===== src/rtl/systolic_job_scheduler.sv =====
// rtl/systolic_job_scheduler.sv - job FIFO and launch sequencer in front of the systolic controller
// Optional per-job cycle capture is enabled by defining SYSTOLIC_PERF_CAPTURE_EN.
module systolic_job_scheduler #(
  parameter int N             = 4,
  parameter int DEPTH         = 4,
  parameter int START_TIMEOUT = 16,
  parameter int RUN_TIMEOUT   = 4096
) (
  input  logic                   clk,
  input  logic                   rst,
  input  logic                   job_valid,
  output logic                   job_ready,
  input  logic [11:0]            job_addr_a,
  input  logic [11:0]            job_addr_b,
  input  logic [11:0]            job_addr_c,
  input  logic [3:0]             job_n,
  output logic [11:0]            sa_addr_a,
  output logic [11:0]            sa_addr_b,
  output logic [11:0]            sa_addr_c,
  output logic [3:0]             sa_n,
  output logic                   sa_new_data,
  input  logic                   sa_busy,
  input  logic                   sa_done,
  output logic                   busy,
  output logic [$clog2(DEPTH):0] pending,
  output logic                   done_pulse,
  output logic [15:0]            jobs_done,
  output logic                   err_bad_n,
  output logic                   err_timeout,
  input  logic                   err_clr,
  output logic [31:0]            last_job_cycles
);

  localparam int          AW         = $clog2(DEPTH);
  localparam logic [AW:0] FULL_CNT   = DEPTH[AW:0];
  localparam logic [3:0]  N_MAX      = 4'(N);
  localparam logic [31:0] START_LAST = 32'(START_TIMEOUT - 1);
  localparam logic [31:0] RUN_LAST   = 32'(RUN_TIMEOUT - 1);

  typedef enum logic [2:0] {
    S_IDLE, S_CHECK, S_LAUNCH, S_WAIT_START, S_RUN, S_RETIRE
  } state_t;

  typedef struct packed {
    logic [11:0] a;
    logic [11:0] b;
    logic [11:0] c;
    logic [3:0]  n;
  } job_t;

  job_t          mem_q [DEPTH];
  job_t          mem_d [DEPTH];
  logic [AW-1:0] wr_ptr_q, wr_ptr_d, rd_ptr_q, rd_ptr_d;
  logic [AW:0]   count_q, count_d;
  state_t        state_q, state_d;
  job_t          job_q, job_d;
  job_t          sa_q, sa_d;
  logic          new_data_q, new_data_d;
  logic          done_pulse_q, done_pulse_d;
  logic [15:0]   jobs_done_q, jobs_done_d;
  logic          err_bad_n_q, err_bad_n_d;
  logic          err_timeout_q, err_timeout_d;
  logic [31:0]   timer_q, timer_d;
  logic          push, pop;

  assign job_ready = (count_q != FULL_CNT);
  assign push      = job_valid && job_ready;
  assign pop       = (state_q == S_IDLE) && (count_q != '0);

  // FIFO bookkeeping: write on an accepted offer, read when the idle FSM takes the head
  always_comb begin
    mem_d    = mem_q;
    wr_ptr_d = wr_ptr_q;
    rd_ptr_d = rd_ptr_q;
    count_d  = count_q;
    if (push) begin
      mem_d[wr_ptr_q] = {job_addr_a, job_addr_b, job_addr_c, job_n};
      wr_ptr_d        = wr_ptr_q + AW'(1);
    end
    if (pop) begin
      rd_ptr_d = rd_ptr_q + AW'(1);
    end
    case ({push, pop})
      2'b10:   count_d = count_q + 1'b1;
      2'b01:   count_d = count_q - 1'b1;
      default: count_d = count_q;
    endcase
  end

  // Job sequencing: validate, launch, wait for the controller, retire or time out
  always_comb begin
    state_d       = state_q;
    job_d         = job_q;
    sa_d          = sa_q;
    new_data_d    = 1'b0;
    done_pulse_d  = 1'b0;
    jobs_done_d   = jobs_done_q;
    err_bad_n_d   = err_bad_n_q & ~err_clr;
    err_timeout_d = err_timeout_q & ~err_clr;
    case (state_q)
      S_IDLE: begin
        if (pop) begin
          job_d   = mem_q[rd_ptr_q];
          state_d = S_CHECK;
        end
      end
      S_CHECK: begin
        if (job_q.n == 4'd0 || job_q.n > N_MAX) begin
          err_bad_n_d = 1'b1;
          state_d     = S_IDLE;
        end else begin
          sa_d    = job_q;
          state_d = S_LAUNCH;
        end
      end
      S_LAUNCH: begin
        new_data_d = 1'b1;
        state_d    = S_WAIT_START;
      end
      S_WAIT_START: begin
        // A controller that finishes before busy is ever seen still retires the job
        if (sa_done) begin
          state_d = S_RETIRE;
        end else if (sa_busy) begin
          state_d = S_RUN;
        end else if (timer_q == START_LAST) begin
          err_timeout_d = 1'b1;
          state_d       = S_IDLE;
        end
      end
      S_RUN: begin
        if (sa_done) begin
          state_d = S_RETIRE;
        end else if (timer_q == RUN_LAST) begin
          err_timeout_d = 1'b1;
          state_d       = S_IDLE;
        end
      end
      S_RETIRE: begin
        done_pulse_d = 1'b1;
        jobs_done_d  = jobs_done_q + 16'd1;
        state_d      = S_IDLE;
      end
      default: state_d = S_IDLE;
    endcase
    timer_d = (state_d != state_q) ? 32'd0 : timer_q + 32'd1;
  end

  // State, FIFO and registered outputs
  always_ff @(posedge clk or negedge rst) begin
    if (!rst) begin
      for (int i = 0; i < DEPTH; i++) mem_q[i] <= '0;
      wr_ptr_q      <= '0;
      rd_ptr_q      <= '0;
      count_q       <= '0;
      state_q       <= S_IDLE;
      job_q         <= '0;
      sa_q          <= '0;
      new_data_q    <= 1'b0;
      done_pulse_q  <= 1'b0;
      jobs_done_q   <= '0;
      err_bad_n_q   <= 1'b0;
      err_timeout_q <= 1'b0;
      timer_q       <= '0;
    end else begin
      mem_q         <= mem_d;
      wr_ptr_q      <= wr_ptr_d;
      rd_ptr_q      <= rd_ptr_d;
      count_q       <= count_d;
      state_q       <= state_d;
      job_q         <= job_d;
      sa_q          <= sa_d;
      new_data_q    <= new_data_d;
      done_pulse_q  <= done_pulse_d;
      jobs_done_q   <= jobs_done_d;
      err_bad_n_q   <= err_bad_n_d;
      err_timeout_q <= err_timeout_d;
      timer_q       <= timer_d;
    end
  end

  assign sa_addr_a   = sa_q.a;
  assign sa_addr_b   = sa_q.b;
  assign sa_addr_c   = sa_q.c;
  assign sa_n        = sa_q.n;
  assign sa_new_data = new_data_q;
  assign busy        = (state_q != S_IDLE) || (count_q != '0);
  assign pending     = count_q;
  assign done_pulse  = done_pulse_q;
  assign jobs_done   = jobs_done_q;
  assign err_bad_n   = err_bad_n_q;
  assign err_timeout = err_timeout_q;

`ifdef SYSTOLIC_PERF_CAPTURE_EN
  logic [31:0] perf_q, perf_d, last_cycles_q, last_cycles_d;

  // Count LAUNCH through the cycle before RETIRE; latch only when a job retires
  always_comb begin
    perf_d        = perf_q;
    last_cycles_d = last_cycles_q;
    if (state_q == S_CHECK) begin
      perf_d = 32'd0;
    end else if (state_q == S_LAUNCH || state_q == S_WAIT_START || state_q == S_RUN) begin
      perf_d = perf_q + 32'd1;
    end
    if (state_d == S_RETIRE && state_q != S_RETIRE) begin
      last_cycles_d = perf_q + 32'd1;
    end
  end

  // Performance capture registers
  always_ff @(posedge clk or negedge rst) begin
    if (!rst) begin
      perf_q        <= '0;
      last_cycles_q <= '0;
    end else begin
      perf_q        <= perf_d;
      last_cycles_q <= last_cycles_d;
    end
  end

  assign last_job_cycles = last_cycles_q;
`else
  assign last_job_cycles = 32'd0;
`endif

endmodule


===== config.mk =====
export PLATFORM = sky130hd
export DESIGN_NAME = systolic_job_scheduler
export DESIGN_NICKNAME = d
export VERILOG_FILES = /design/src/rtl/systolic_job_scheduler.sv
export SDC_FILE = /design/constraint.sdc
export NUM_CORES = 1
export LEC_CHECK = 0
export BUFFER_PORTS_ARGS = -buffer_cell sky130_fd_sc_hd__buf_4
export CORE_MARGIN = 8
export CORE_UTILIZATION = 53
export DETAILED_ROUTE_END_ITERATION = 7
export PLACE_DENSITY = 0.76
export SYNTH_ARGS = -nofsm -noshare
export SYNTH_HDL_FRONTEND = slang
export SYNTH_SLANG_ARGS = --single-unit

===== constraint.sdc =====
create_clock -name clk -period 2.4 [get_ports clk]
set_clock_uncertainty 0.2 [all_clocks]
set_input_delay 0.48 -clock clk [delete_from_list [all_inputs] [get_ports clk]]
set_output_delay 0.48 -clock clk [all_outputs]
set_load 0.005 [all_outputs]

==> key figures, run 1 <==
Clock tree
  • Total clock sinks: 302
  • Number of buffers between clock root and the deepest sink: 3
  • Number of buffers inserted for hold repair after clock tree synthesis: 10
  • Post-cts repair resize count: 0
  • Clock root buffer: sky130_fd_sc_hd__clkbuf_16
  • H-Tree Level Count: 2
  • Number of setup buffers added after CTS: 0
  • Clk Latency, worst-skew pair: 530 ps
  • TritonCTS Buffers: 34
  • Clock tree from TritonCTS: built
  • Register clock-pin slew on the reported worst setup and hold paths: 60 ps

Floorplan
  • Die height: 174 um
  • DIE AREA: 30300 sq um
  • Total core area: 24900 sq um
  • Number of cell rows: 58
  • Die outline width: 174 um
  • Number of I/O pins: 143
  • Starting Density: 53.2%

STA
  • Top achievable clock speed: 443 MHz
  • Worst Hold Slack: 11.3 ps
  • Unrepaired setup endpoints after global routing: no
  • Fraction of the cycle the final worst path needs: 94.1%
  • Final number of max-transition violations: 0
  • Number of endpoints failing setup at the final stage: 0
  • Max-slew headroom: 53.2%
  • Sum Neg Setup Slack: 0 ps
  • Slack of the critical path: 143 ps
  • Time the final worst path needs with I/O delays and setup: 2260 ps
  • Final-report hold violation count: 0
  • Actual transition at the worst max-transition pin: 701 ps

Setup path
  • Crit path capture type: primary output
  • Critical Path RT: 1720 ps
  • Endpoint of the worst register-to-register path: job_q[17]
  • Worst path arrival time: 1580 ps
  • Setup slack, reg-to-reg: 220 ps
  • Kind of critical path: reg -> out
  • Number of cells traversed by the worst register-to-register path: 4
  • Worst setup SP type: register
  • Crit Path Max Fanout: 4
  • Critical register-to-register path startpoint: state_q[0]

Detailed routing
  • Mean number of vias per cell: 5.51
  • WL/cell: 19.1 um
  • Total wirelength of the detailed-routed design: 26800 um
  • Number of violations reported at the end of detailed-routing iteration 0: 493
  • DR DRC count: 0
  • Drt pass-1 iters: 5
  • Remaining antenna violation count after routing: 0
  • Via Count: 7727

Synthesis
  • Share of synthesized registers carrying an async set or reset: 100%
  • Synth Cell Area: 13200 sq um
  • Dominant register cell in the synthesized netlist: sky130_fd_sc_hd__dfrtp_1
  • Share of synthesized area occupied by flip-flops and latches: 57.1%
  • Netlist cell types: 48
  • Number of register bits inferred by synthesis: 302
  • Syn Inst Count: 902
  • Number of synthesized flops with an enable pin: 0
  • Yosys synthesis warning count: 0
  • Avg Cell Area, Syn: 14.7 sq um

Power
  • Power density over cell area: 1340 nW/um^2
  • Maximum VDD drop: 0.739 mV
  • Total leakage power: 0.00701 uW

Global route
  • Total overflow reported by the global router: 0
  • Initial antenna violation count: 1
  • Largest net degree at the start of global routing: 59
  • Global-route wire length before repair: 44900 um
  • Via count of the first global-routing pass: 8314
  • GRT Overall Usage: 18.1%

Worst hold path
  • HP Start: job_addr_c[0]
  • Min-Delay Path Depth: 2
  • Worst min-delay path endpoint: mem_q[84]
  • Tightest Hold Check Type: in -> reg

Cells and area
  • Multi-input logic area: 5320 sq um
  • Storage element area: 7560 sq um
  • Number of nets in the layout: 1100
  • Fraction of layout cells with a size suffix above 1: 46.4%
  • Finished Layout Cells: 1402
  • Final core area utilization: 63.6%
  • Count of fill cells added during filler insertion: 1842
  • Area delta synth->final: 19.5%

Placement
  • Detailed-placement wirelength estimate: 17300 um
  • Count of buffers from port buffering: 110
  • Post-Place Worst Slack: 181 ps
  • Cell total after placement: 1330
  • Final Wtd Congestion: 0.800

Run status
  • Status: complete, no violations

Flow run
  • # Max-Cap Violations: 0
-- flip-flops by register name (all words and copies together) (netlist names), 4 cells and up --
name and flops:
sa_addr_c 12, job_q 40, sa_addr_b 12, sa_n 4
sa_addr_a 12, jobs_done 16, mem_q 160, timer_q 32
-- power breakdown --
group          leakage, uW  internal (uW)  switching [uW]  total (uW)
clock network     0.000559           3110            2030        5140
registers          0.00370           7360            1220        8580
logic              0.00274           4650            2900        7550
total              0.00701          15100            6160       21300
-- critical path, cell delays in order, from the launching register on --
cell,delay [ps]
sky130_fd_sc_hd__dfrtp_1,420
sky130_fd_sc_hd__nor3_1,190
sky130_fd_sc_hd__buf_4,180
sky130_fd_sc_hd__nand2_1,100
sky130_fd_sc_hd__buf_4,160
-- cells in the final DEF (no fill, tap or decap), types with 8 or more instances in the layout --
cell type	instances
sky130_fd_sc_hd__buf_4	131
sky130_fd_sc_hd__conb_1	32
sky130_fd_sc_hd__nand3_1	21
sky130_fd_sc_hd__inv_1	12
sky130_fd_sc_hd__nor3_1	36
sky130_fd_sc_hd__nand4_1	14
sky130_fd_sc_hd__clkbuf_16	35
sky130_fd_sc_hd__mux2_2	240
sky130_fd_sc_hd__nor4_1	8
sky130_fd_sc_hd__nand2_1	19
sky130_fd_sc_hd__dlygate4sd3_1	10
sky130_fd_sc_hd__buf_12	13
sky130_fd_sc_hd__clkbuf_8	10
sky130_fd_sc_hd__dfrtp_1	300
sky130_fd_sc_hd__xor2_1	28
sky130_fd_sc_hd__mux4_2	40
sky130_fd_sc_hd__nor2_1	16
sky130_fd_sc_hd__xnor2_1	23
-- metrics by stage --
stage	total power [uW]	instance area [sq um]
after floorplan	13700	13400
after global placement	15900	14600
after detailed placement	16300	14600
after CTS	21500	15800
after global routing	22500	15800
final	21300	15800
-- how the worst max path moves through the flow --
stage | from | to | slack (ps) | depth (start not counted)
floorplan | state_q[2] | pending[2] | 20 | 11
global placement | state_q[0] | job_q[27] | 200 | 4
detailed placement | state_q[0] | job_q[17] | 180 | 4
CTS | pending[0] | busy | 130 | 4
global route | pending[0] | pending[2] | 30 | 10
finish | pending[0] | busy | 140 | 4
-- cells in the mapped netlist (all sizes together) (2+ instances only) --
library cell / instances / area (sq um)
o31ai: 2 / 15.0
nor2: 16 / 60.1
nand2b: 2 / 12.5
nand2: 24 / 92.6
xnor2: 23 / 201
nor2b: 4 / 25.0
buf: 69 / 443
o21a: 2 / 15.0
and2: 4 / 25.0
clkbuf: 9 / 33.8
a21oi: 2 / 21.3
nor3b: 3 / 27.5
mux4: 40 / 901
inv: 12 / 45.0
nor4: 10 / 92.6
xor2: 28 / 245
and4: 3 / 26.3
o22ai: 3 / 18.8
ha: 7 / 87.6
dfrtp: 302 / 7560
nand4: 15 / 109
nor3: 39 / 205
o21ai: 2 / 10.0
mux2: 240 / 2700
and3: 7 / 43.8
nand3: 22 / 115
-- layer usage --
| metal | global-route usage, % | wire [um] | vias to the layer above |
|---|---|---|---|
| met5 | 0 | 0 | - |
| met4 | 5.66 | 469 | 0 |
| met3 | 3.99 | 1330 | 43 |
| met2 | 29.9 | 13200 | 160 |
| met1 | 23.5 | 11900 | 4038 |
| li1 | - | - | 3486 |
-- area by class of cell --
class,instances,share of cell area (%)
timing repair buffer,155,8.58
inverter,12,0.285
clock buffer,52,6.57
sequential,302,47.8
multi-input combinational,541,33.6
tap,330,2.61
clock inverter,8,0.577
antenna,2,0.0316
-- cells by family after synthesis --
logic type / count (synthesis) / share of synthesized area (%)
compound gates: 17 / 0.992
other cells: 1 / 0.0283
simple gates: 152 / 6.50
fa+ha+maj: 8 / 0.813
buf+inv: 90 / 3.94
xor+xnor: 51 / 3.37
flops: 302 / 57.1
mux: 281 / 27.3
Power figures use the tool's default switching activity.
==> run 2: changes to the inputs <==
--- a/config.mk
+++ b/config.mk
@@ -10,6 +10,7 @@
 export CORE_UTILIZATION = 53
 export DETAILED_ROUTE_END_ITERATION = 7
 export PLACE_DENSITY = 0.76
+export RECOVER_POWER = 25
 export SYNTH_ARGS = -nofsm -noshare
 export SYNTH_HDL_FRONTEND = slang
 export SYNTH_SLANG_ARGS = --single-unit
==> constraint.sdc (replaced) <==
create_clock -name clk -period 2.4 [get_ports clk]
set_clock_uncertainty 0.2 [all_clocks]
set_input_delay 0.48 -clock clk [delete_from_list [all_inputs] [get_ports clk]]
set_output_delay 0.48 -clock clk [all_outputs]
set_load 0.05 [all_outputs]
==> run 2 against run 1 <==
  * Via count fell by 0.91%
  * Sequential share of layout area is 0.16 points higher
  * Flip-flop and latch count unchanged
  * Largest power group is now combinational logic
  * Count of clock-buffer cells in the layout shrank 5
  * Critical path type unchanged
  * First-iteration DRC count decreased by 10%
==> key figures, run 2 (synthesized netlist as in run 1, its figures left out) <==
Floorplan
  • Number of I/O pins: 143
  • Die outline width: 174 um
  • Die height: 174 um
  • Starting Density: 53.2%
  • DIE AREA: 30300 sq um
  • Number of cell rows: 58
  • Total core area: 24900 sq um

Clock tree
  • Number of setup buffers added after CTS: 0
  • TritonCTS Buffers: 34
  • Clock root buffer: sky130_fd_sc_hd__clkbuf_16
  • Total clock sinks: 302
  • Number of buffers between clock root and the deepest sink: 3
  • H-Tree Level Count: 2
  • Register clock-pin slew on the reported worst setup and hold paths: 60 ps
  • Clock tree from TritonCTS: built
  • Clk Latency, worst-skew pair: 500 ps

Cells and area
  • Count of fill cells added during filler insertion: 1830
  • Largest registers: mem_q (160), job_q (40), timer_q (32)
  • Register bank with the most flops: mem_q
  • Final core area utilization: 63.4%
  • Number of flip-flops under the largest register name: 160
  • Number of nets in the layout: 1091
  • Most frequent cells in the layout: sky130_fd_sc_hd__dfrtp_1, sky130_fd_sc_hd__mux2_2, sky130_fd_sc_hd__buf_4
  • Most frequent standard cell in the layout excluding fill and tap cells: sky130_fd_sc_hd__dfrtp_1
  • Area delta synth->final: 19.2%
  • Fraction of layout cells with a size suffix above 1: 47.6%

Placement
  • Final Wtd Congestion: 0.818
  • Count of buffers from port buffering: 110
  • Post-Place Worst Slack: 192 ps
  • Detailed-placement wirelength estimate: 17400 um

Global route
  • Global-route wire length before repair: 44200 um
  • Initial antenna violation count: 1
  • Total overflow reported by the global router: 0
  • Largest net degree at the start of global routing: 58
  • Via count of the first global-routing pass: 8257
  • GRT Overall Usage: 17.9%

STA
  • Number of endpoints failing setup at the final stage: 0
  • Sum Neg Setup Slack: 0 ps
  • Worst Hold Slack: 18.1 ps
  • Final-report hold violation count: 0
  • Top achievable clock speed: 433 MHz
  • Time the final worst path needs with I/O delays and setup: 2310 ps
  • Slack of the critical path: 89.3 ps
  • Max-slew headroom: 5.17%
  • Unrepaired setup endpoints after global routing: no
  • Fraction of the cycle the final worst path needs: 96.3%
  • Actual transition at the worst max-transition pin: 1420 ps
  • Final number of max-transition violations: 0

Worst hold path
  • Tightest Hold Check Type: in -> reg

Detailed routing
  • Total wirelength of the detailed-routed design: 26900 um
  • Remaining antenna violation count after routing: 0
  • Number of violations reported at the end of detailed-routing iteration 0: 443
  • Drt pass-1 iters: 4
  • Via Count: 7657
  • DR DRC count: 0
  • Mean number of vias per cell: 5.50
  • WL/cell: 19.4 um

Setup path
  • Crit Path Max Fanout: 3
  • Critical Path RT: 1720 ps
  • Kind of critical path: reg -> out
  • Worst setup SP type: register
  • Crit path capture type: primary output
  • Worst path arrival time: 1630 ps

Run status
  • Status: complete, no violations

Power
  • Power density over cell area: 1470 nW/um^2
  • Total leakage power: 0.00696 uW
  • Maximum VDD drop: 0.763 mV

Flow run
  • # Max-Cap Violations: 0
==> run 2: changes by cell type in the layout (fill, tap and decap cells not counted), sizes merged <==
cell         previous run  this run
diode                   2         1
bufinv                  1         5
inv                    12        13
clkbuf                 52        48
clkinv                  7         5
dlygate4sd3            10         2
clkinvlp                0         1
buf                   145       143
==> run 2: metrics by stage <==
step                instances  cell area (sq um)  total power (uW)
floorplan                 933              13400             15300
finish                   1391              15800             23200
CTS                      1390              15800             23400
global route             1391              15800             24400
detailed placement       1329              14600             17900
global placement         1329              14600             17500
==> run 2: cell type report <==
cell class                      instances  area, sq um  area share [%]
Antenna cell                            1         2.50          0.0159
Multi-Input combinational cell        541         5350            33.9
Tap cell                              330          413            2.62
Timing Repair Buffer                  146         1240            7.83
Clock inverter                         12          191            1.21
Sequential cell                       302         7560            47.9
Inverter                               12         45.0           0.285
Clock buffer                           47          981            6.21
==> run 2: worst paths after layout <==
check                           slack (ps)  cells after the start     startpoint             to
worst max-delay path                    90                      3     state_q[0]           busy
worst min-delay path                    20                      2        sa_busy     state_q[0]
worst max register to register         170                      6       job_q[1]   sa_addr_b[8]
worst min register to register         280                      1  jobs_done[15]  jobs_done[15]
max in group asynchronous              320                      3            rst     mem_q[106]
min in group asynchronous              680                      2            rst  jobs_done[15]
==> run 2: worst max-delay path, cell delays in order, from the launching register on <==
cell and delay, ps:
sky130_fd_sc_hd__dfrtp_1 400, sky130_fd_sc_hd__nor3_2 340, sky130_fd_sc_hd__nand2_1 200, sky130_fd_sc_hd__buf_6 200
==> run 2: repair_timing <==
action / in CTS / in global routing
resized for setup: 0 / 2
hold endpoints to repair: 51 / 0
hold buffers: 2 / 0
endpoints found under the setup margin: 0 / 1
==> run 2: metal layers <==
layer | share of wire (%) | up-vias | track usage, %
met2 | 49 | 162 | 29.5
li1 | - | 3479 | -
met1 | 43 | 3984 | 23.2
met4 | 1.5 | 0 | 5.09
met3 | 5.9 | 32 | 4.36
met5 | 0 | - | 0
==> run 2: power by group <==
group          internal (uW)  switching, uW
Combinational           4710           4360
Clock                   3390           1990
Sequential              7360           1340
Total                  15500           7690
==> run 3: changes to the inputs <==
--- a/config.mk
+++ b/config.mk
@@ -7,9 +7,10 @@
 export LEC_CHECK = 0
 export BUFFER_PORTS_ARGS = -buffer_cell sky130_fd_sc_hd__buf_4
 export CORE_MARGIN = 8
-export CORE_UTILIZATION = 53
+export CORE_UTILIZATION = 55
+export CTS_BUF_LIST = sky130_fd_sc_hd__clkbuf_4
 export DETAILED_ROUTE_END_ITERATION = 7
-export PLACE_DENSITY = 0.76
+export PLACE_DENSITY = 0.78
 export RECOVER_POWER = 25
 export SYNTH_ARGS = -nofsm -noshare
 export SYNTH_HDL_FRONTEND = slang
==> run 3 against run 2 <==
  * Fmax decreased by 0.44%
  * Total power decreased by 4.1%
  * Clock power decreased by 20%
  * Utilization increased by 4.7 points
==> key figures, run 3 (synthesized netlist as in run 1, its figures left out) <==
Detailed routing
  • Drt pass-1 iters: 4
  • Via Count: 8070
  • DR DRC count: 0
  • Mean number of vias per cell: 5.40
  • Remaining antenna violation count after routing: 0
  • WL/cell: 18.3 um
  • Total wirelength of the detailed-routed design: 27400 um
  • Number of violations reported at the end of detailed-routing iteration 0: 459

STA
  • Number of endpoints failing setup at the final stage: 0
  • Final number of max-transition violations: 0
  • Fraction of the cycle the final worst path needs: 96.7%
  • Actual transition at the worst max-transition pin: 1260 ps
  • Top achievable clock speed: 431 MHz
  • Unrepaired setup endpoints after global routing: yes
  • Sum Neg Setup Slack: 0 ps
  • Final-report hold violation count: 0
  • Time the final worst path needs with I/O delays and setup: 2320 ps
  • Max-slew headroom: 15.7%
  • Slack of the critical path: 79.0 ps

Power
  • Switching Share: 34.7%
  • Internal portion of total power: 14500 uW
  • Total leakage power: 0.00715 uW
  • Power density over cell area: 1380 nW/um^2
  • Maximum VDD drop: 0.786 mV
  • Sequential share of power: 38.8%
  • Net switching power: 7690 uW
  • Part of the total power dissipated in the clock network: 19.4%
  • Relative contribution of combinational cells to total power: 41.8%

Clock tree
  • Total clock sinks: 302
  • Clk Latency, worst-skew pair: 670 ps
  • Clock root buffer: sky130_fd_sc_hd__clkbuf_4
  • Number of buffers between clock root and the deepest sink: 3
  • H-Tree Level Count: 3
  • Clock tree from TritonCTS: built
  • TritonCTS Buffers: 78
  • Register clock-pin slew on the reported worst setup and hold paths: 60 ps

Floorplan
  • Number of cell rows: 56
  • Die outline width: 171 um
  • Die height: 171 um
  • Number of I/O pins: 143
  • Starting Density: 56.3%
  • DIE AREA: 29300 sq um
  • Total core area: 23500 sq um

Placement
  • Post-Place Worst Slack: 138 ps
  • Detailed-placement wirelength estimate: 17200 um
  • Cell area reported after detailed placement: 14600 sq um
  • Count of buffers from port buffering: 110
  • Final Wtd Congestion: 0.818

Global route
  • Total overflow reported by the global router: 0
  • GRT Overall Usage: 19.3%
  • Largest net degree at the start of global routing: 67
  • Initial antenna violation count: 1
  • Global-route wire length before repair: 44900 um
  • Via count of the first global-routing pass: 8698

Cells and area
  • Fraction of layout cells with a size suffix above 1: 48.7%
  • Largest registers: mem_q (160), job_q (40), timer_q (32)
  • Area delta synth->final: 21.1%
  • Most frequent standard cell in the layout excluding fill and tap cells: sky130_fd_sc_hd__dfrtp_1
  • Number of flip-flops under the largest register name: 160
  • Most frequent cells in the layout: sky130_fd_sc_hd__dfrtp_1, sky130_fd_sc_hd__mux2_2, sky130_fd_sc_hd__buf_4
  • Number of nets in the layout: 1176
  • Final std cell area, no fill: 16000 sq um
  • Register bank with the most flops: mem_q
  • Count of fill cells added during filler insertion: 1677

Setup path
  • Crit path from: pending[0]
  • Family with the most delay on the worst path: flip-flops
  • Kind of critical path: reg -> out
  • Delay contributed by the slowest stage of the critical path: 420 ps
  • Critical Path RT: 1720 ps
  • Critical path cell sequence: nor3_2 > buf_4 > nand2_4 > buf_8
  • Crit Path Max Fanout: 2
  • Buf/Inv on CP: 2
  • Worst setup SP type: register
  • Critical register-to-register path startpoint: timer_q[12]
  • Crit path capture type: primary output
  • Slowest library cell on the worst path: sky130_fd_sc_hd__dfrtp_2
  • Worst path arrival time: 1640 ps

Worst hold path
  • HP Start: jobs_done[15]
  • Tightest Hold Check Type: reg -> reg

Run status
  • Status: complete, no violations

Flow run
  • # Max-Cap Violations: 0
-- run 3: per-layer routing --
metal,vias up,global-route usage (%),wire (um)
li1,3685,-,-
met1,4142,24.2,11800
met2,201,31.5,13300
met3,42,6.21,1820
met4,0,6.28,452
met5,-,0,0
-- run 3: worst reg2reg max path, delay by kind of cell (launching register included) --
| kind | cells | cell delay [ps] |
|---|---|---|
| DFF | 1 | 460 |
| and+or+nand+nor | 4 | 820 |
| buffers and inverters | 1 | 580 |
| AOI/OAI and AO/OA | 1 | 90 |
-- run 3: repair_timing --
action,CTS,global route
buffers inserted,3,0
hold buffers,46,0
resized for setup,5,6
endpoints found under the hold margin,469,0
endpoints found under the setup margin,1,3
pin swaps,0,1
-- run 3: per-stage QoR --
stage	util, %	power [uW]	hold WS (ps)	instances
finish	68.1	22200	278	1495
global route	68.1	23500	308	1495
CTS	68.1	22500	55.0	1494
detailed placement	61.9	17900	222	1312
global placement	61.9	17500	212	1312
floorplan	-	15300	-15.6	933
-- run 3: worst paths after layout --
| kind | endpoint | slack [ps] | depth (start not counted) |
|---|---|---|---|
| setup / recovery | busy | 80 | 4 |
| hold / removal | jobs_done[15] | 280 | 1 |
| setup reg to reg | state_q[0] | 120 | 6 |
| hold reg to reg | jobs_done[15] | 280 | 1 |
| max in group asynchronous | sa_addr_b[5] | 360 | 3 |
| min in group asynchronous | job_q[18] | 430 | 2 |
-- run 3: final cells by class --
type	instances	area, sq um	area share, %
diodes	1	2.50	0.0156
flip-flops and latches	302	7570	47.2
well taps	319	399	2.49
multi-input cells	541	5390	33.6
repair buffers	187	1670	10.4
inverters	12	45.0	0.281
clock inverters	23	141	0.882
clock buffers	110	826	5.15
-- run 3: power groups by stage --
| stage | logic (uW) | registers (uW) | clock network (uW) |
|---|---|---|---|
| 2_1_floorplan | 5710 | 9580 | 0 |
| 3_3_place_gp | 8950 | 8580 | 0 |
| 3_5_place_dp | 9210 | 8680 | 0 |
| 4_1_cts | 9380 | 8600 | 4480 |
| 5_1_grt | 9930 | 8890 | 4730 |
| 6_report | 9280 | 8610 | 4310 |
